## config.mk

```make
export PLATFORM = sky130hd
export DESIGN_NAME = key_press_decoder
export DESIGN_NICKNAME = d
export VERILOG_FILES = /design/src/rtl/pin_lock_pkg.sv /design/src/rtl/key_synchroniser.sv /design/src/rtl/key_press_decoder.sv
export SDC_FILE = /design/constraint.sdc
export NUM_CORES = 1
export LEC_CHECK = 0
export CAP_MARGIN = 25
export CORE_AREA = 2 2 60 62
export CTS_BUF_LIST = sky130_fd_sc_hd__clkbuf_16
export CTS_CLUSTER_DIAMETER = 120
export DETAILED_ROUTE_END_ITERATION = 8
export DIE_AREA = 0 0 62 64
export PLACE_DENSITY = 0.89
export SLEW_MARGIN = 20
export SYNTH_ARGS = -nofsm -noshare
export SYNTH_HDL_FRONTEND = slang
export SYNTH_HIERARCHICAL = 1
export SYNTH_SLANG_ARGS = --single-unit
export TNS_END_PERCENT = 100
```

## constraint.sdc

```tcl
create_clock -name clock -period 3.1 [get_ports clock]
set_input_delay 0.775 -clock clock [delete_from_list [all_inputs] [get_ports clock]]
set_output_delay 0.775 -clock clock [all_outputs]
set_load 0.1 [all_outputs]
```

## src/rtl/pin_lock_pkg.sv

```systemverilog
// Shared definitions for the push-button front end and the pin-code tester:
// key count, debounce default, decoder FSM encoding and key-to-digit mapping.
package pin_lock_pkg;

    localparam int NUM_KEYS         = 4;
    // 10 ms at 50 MHz
    localparam int DEBOUNCE_DEFAULT = 500000;

    localparam logic [NUM_KEYS-1:0] KEY_NONE = '0;

    typedef enum logic [2:0] {
        ST_IDLE         = 3'd0,
        ST_PRESS_WAIT   = 3'd1,
        ST_PRESSED      = 3'd2,
        ST_HELD         = 3'd3,
        ST_RELEASE_WAIT = 3'd4
    } key_state_t;

    // One-hot key to digit: key[0] -> 1, key[1] -> 2, ...; no key -> 0.
    function automatic logic [3:0] key_to_digit(input logic [NUM_KEYS-1:0] k);
        logic [3:0] d;
        d = 4'd0;
        for (int i = 0; i < NUM_KEYS; i++) begin
            if (k[i]) d = 4'(i + 1);
        end
        return d;
    endfunction

endpackage

```

## src/rtl/key_synchroniser.sv

```systemverilog
// Two-flop synchroniser for the raw, active-low button levels. Flops reset to
// the released level so a reset never looks like a press; the output is
// inverted so downstream logic sees 1 = pressed.
module key_synchroniser #(
    parameter int WIDTH = 4
) (
    input  logic             clock,
    input  logic             reset,
    input  logic [WIDTH-1:0] raw,
    output logic [WIDTH-1:0] pressed
);

    logic [WIDTH-1:0] sync1;
    logic [WIDTH-1:0] sync2;

    // Two-stage metastability filter, released (all ones) in reset.
    always_ff @(posedge clock or negedge reset) begin
        if (!reset) begin
            sync1 <= '1;
            sync2 <= '1;
        end else begin
            sync1 <= raw;
            sync2 <= sync1;
        end
    end

    assign pressed = ~sync2;

endmodule

```

## src/rtl/key_press_decoder.sv

```systemverilog
// Debounces the push buttons and emits one registered, one-cycle, one-hot key
// pulse per physical press. A single shared FSM serves all keys, so chords,
// bounce and long holds never produce duplicate or ambiguous pulses.
module key_press_decoder #(
    parameter int NUM_KEYS        = pin_lock_pkg::NUM_KEYS,
    parameter int DEBOUNCE_CYCLES = pin_lock_pkg::DEBOUNCE_DEFAULT,
    parameter int COUNTER_WIDTH   = $clog2(DEBOUNCE_CYCLES)
) (
    input  logic                clock,
    input  logic                reset,
    input  logic [NUM_KEYS-1:0] keyRaw,
    output logic [NUM_KEYS-1:0] key,
    output logic                busy
);

    import pin_lock_pkg::*;

    localparam logic [COUNTER_WIDTH-1:0] CNT_LAST = COUNTER_WIDTH'(DEBOUNCE_CYCLES - 1);

    logic [NUM_KEYS-1:0]      pressed;
    logic                     one_hot;
    key_state_t               state;
    key_state_t               next_state;
    logic [COUNTER_WIDTH-1:0] cnt;
    logic [COUNTER_WIDTH-1:0] cnt_nxt;
    logic [NUM_KEYS-1:0]      key_sel;
    logic [NUM_KEYS-1:0]      key_sel_nxt;
    logic [NUM_KEYS-1:0]      key_nxt;
    logic                     busy_nxt;

    key_synchroniser #(
        .WIDTH(NUM_KEYS)
    ) u_sync (
        .clock  (clock),
        .reset  (reset),
        .raw    (keyRaw),
        .pressed(pressed)
    );

    // Exactly one key down; chords and no-key are both rejected.
    assign one_hot = (pressed != '0) && ((pressed & (pressed - 1'b1)) == '0);

    // FSM state, debounce counter and captured key.
    always_ff @(posedge clock or negedge reset) begin
        if (!reset) begin
            state   <= ST_IDLE;
            cnt     <= '0;
            key_sel <= '0;
        end else begin
            state   <= next_state;
            cnt     <= cnt_nxt;
            key_sel <= key_sel_nxt;
        end
    end

    // Next state: counter saturates at CNT_LAST because the FSM leaves on it.
    always_comb begin
        next_state  = state;
        cnt_nxt     = cnt;
        key_sel_nxt = key_sel;
        case (state)
            ST_IDLE: begin
                if (one_hot) begin
                    key_sel_nxt = pressed;
                    cnt_nxt     = '0;
                    next_state  = ST_PRESS_WAIT;
                end
            end
            ST_PRESS_WAIT: begin
                if (pressed == key_sel) begin
                    if (cnt == CNT_LAST) next_state = ST_PRESSED;
                    else                 cnt_nxt    = cnt + 1'b1;
                end else begin
                    next_state = ST_IDLE;
                end
            end
            ST_PRESSED: begin
                next_state = ST_HELD;
            end
            ST_HELD: begin
                // Extra keys here are ignored; only a full release moves on.
                if (pressed == '0) begin
                    cnt_nxt    = '0;
                    next_state = ST_RELEASE_WAIT;
                end
            end
            ST_RELEASE_WAIT: begin
                if (pressed == '0) begin
                    if (cnt == CNT_LAST) next_state = ST_IDLE;
                    else                 cnt_nxt    = cnt + 1'b1;
                end else begin
                    next_state = ST_HELD;
                end
            end
            default: begin
                next_state = ST_IDLE;
            end
        endcase
    end

    // Outputs derived from the next state so they register with the transition.
    always_comb begin
        key_nxt  = (next_state == ST_PRESSED) ? key_sel : '0;
        busy_nxt = (next_state != ST_IDLE);
    end

    // Registered outputs.
    always_ff @(posedge clock or negedge reset) begin
        if (!reset) begin
            key  <= '0;
            busy <= 1'b0;
        end else begin
            key  <= key_nxt;
            busy <= busy_nxt;
        end
    end

endmodule
```

==> results.cfg <==
[status]
run_status = complete, no violations

[timing]
fin_tns_setup_ns = 0
worstMarginPinSlew_ns = 0.814
hold_viol = 0
slew_headroom_pct = 45.7
setup_viol = 0
slew_viol_final = 0
finalCritPeriodShare_pct = 78.6
fmax_ghz = 0.410
layout_min_cycle_time_ns = 2.44
skew_ns = 0.00518
rsz0062_at_grt = no

[synth]
synthesis.nets = 207
yosysMostFrequentCell = dfrtp_1
synth_cell_types = 48
yosys_warnings = 6
yosysSeqAreaShare_pct = 49.4
synthFlopType = dfrtp_1
avgSynthCellArea_um2 = 9.98
async_flop_share_pct = 100
yosys_register_bits = 39
synthTopCellsByArea = dfrtp_1 39%, dfstp_2 11%, xor2_1 3.9%
synth_area_mm2 = 0.00200
synth_area_leader_cell = dfrtp_1
synth_cells = 200
synthTopCellsByCount = 31 x dfrtp_1, 16 x nand2_1, 16 x nor2_1, 11 x o21ai_0
synth_edf_count = 0
synth_top_area_share_pct = 38.8

[clock_network]
cts_buffers = 5
clockBufferDepth = 2
cts.sinks = 39
clock_latency_ns = 0.29
cts_tree = yes
ctsResizeCount = 0
root_buffer = clkbuf_16
clk_pin_slew_ns = 0.05
cts_hold_buf = 0
cts_setup_buffers = 0
htree_levels = 2

[drt]
firstDrtPassIters = 4
drtAntennaViolNets = 0
routed_via_density = 6.09
via_count = 1570
drc = 0
avgRoutedWirePerCell_um = 14.9
drtIter0Drc = 130
wl_um = 3830

[global_route]
grt_pass1_wl_um = 6490
grt_pass1_vias = 1396
grt_max_degree = 40
track_usage_pct = 22.6
grt_overflow = 0
antenna_found_initial = 0

[placed_design]
hpwl_um = 2710
gp_congestion = 0.836
port_buffers = 10

[setup_path]
reg2reg_depth = 7
slowest_stage = or4_1
critPathLaunchType = register
path_depth = 7
crit_path_end = cnt[3]
end_kind = register
reg2reg_from = u_sync/sync2[0]
slowest_delay_ns = 0.54
critPathMaxFanout = 12
r2r_end = cnt[3]
reg2reg_slack_ns = 0.66
path_buf_inv = 1
worstSetupPathType = register to register
path_cells = inv_1 > xor2_1 > o211ai_1 > a21boi_1 > or2_2 > or4_1 > nand2_1
cp-startpoint = u_sync/sync2[0]
critPathRequiredTime_ns = 3.32
path_delay_family = simple AND/OR/NAND/NOR gates
cp.arrival_ns = 2.66

[power_and_ir_drop]
leakage_nw = 0.976
max-vdd-ir-drop_v = 0.000460
p_per_area_mw_per_mm2 = 575

[cells_and_area]
antennaDiodeCount = 0
area_growth_pct = 12.8
finish.utilization_pct = 68.6
layout-drive-gt1-share_pct = 16.5
multi_input_area_um2 = 943
regArea_um2 = 986
nets = 218
nFillCells = 235

[die]
initial_core_util_pct = 60.8
die_y_um = 64
die_area_mm2 = 0.00397
die_x_um = 62
rows = 21
core_area_mm2 = 0.00328
ios = 11

[flow_run]
maxCapViolations = 0

[min_path]
min_path_type = register to register
hp-start = u_sync/sync1[1]
==> final cells by class <==
| type | count | area share, % |
|---|---|---|
| Clock buffer | 5 | 5.56 |
| Clock inverter | 3 | 1.72 |
| Inverter | 5 | 0.833 |
| Multi-Input combinational cell | 150 | 41.9 |
| Sequential cell | 39 | 43.8 |
| Tap cell | 46 | 2.56 |
| Timing Repair Buffer | 10 | 3.67 |
==> worst min-delay path by stage <==
stage,slack [ns],endpoint,cells after the start
after detailed placement,0.35,u_sync/sync2[1],0
after global routing,0.36,u_sync/sync2[1],0
after global placement,0.35,u_sync/sync2[1],0
after floorplan,0.35,u_sync/sync2[0],0
final,0.35,u_sync/sync2[1],0
after CTS,0.35,u_sync/sync2[1],0
==> state kept, by name, indices dropped and copies added (netlist names) <==
register      count
u_sync/sync1      4
u_sync/sync2      4
key               4
busy              1
state             3
key_sel           4
cnt              19
==> metrics by stage <==
stage	instance area [µm²]	total power [mW]	hold WS (ns)	std cells	setup WS (ns)
after global placement	2090	0.726	0.346	250	0.801
final	2250	1.29	0.353	258	0.663
after CTS	2250	1.30	0.355	258	0.688
after detailed placement	2090	0.733	0.347	250	0.705
after floorplan	2000	0.688	0.345	200	0.975
after global routing	2250	1.35	0.362	258	0.544
==> cell families (layout without fill, tap and decap cells) <==
family | Yosys count | after routing | synth area share (%)
simple gates | 84 | 84 | 22.9
compound gates | 49 | 49 | 16.4
flops | 39 | 39 | 49.4
xor+xnor | 13 | 13 | 5.70
fa+ha+maj | 1 | 1 | 0.626
mux | 3 | 3 | 1.69
buf+inv | 11 | 23 | 3.38
==> placed cells by master (no fill, tap or decap), drive strengths merged, types with 5 or more instances in the layout <==
cell type,synthesis,routed
o21ai,14,14
nand2,16,16
dfrtp,31,31
dfstp,8,8
a21oi,11,11
buf,4,6
nor2,16,16
xor2,9,9
and3,7,7
o211ai,9,9
inv,5,5
nor3,5,5
clkbuf,1,5
nand3,10,10
==> routing by layer <==
| layer | wire [µm] | GRT usage (%) | share of wire, % | vias to the layer above |
|---|---|---|---|---|
| met4 | 61 | 9.31 | 1.6 | 0 |
| met2 | 1820 | 32.3 | 47 | 62 |
| li1 | - | - | - | 750 |
| met5 | 0 | 0 | 0 | - |
| met3 | 270 | 7.49 | 7.0 | 6 |
| met1 | 1680 | 31.0 | 44 | 752 |
==> power breakdown <==
part	switching [mW]	internal, mW	total (mW)
clock network	0.194	0.375	0.568
logic	0.0927	0.0577	0.150
registers	0.0302	0.545	0.575
total	0.317	0.978	1.29
No activity file was read; power rests on OpenSTA's default activity.
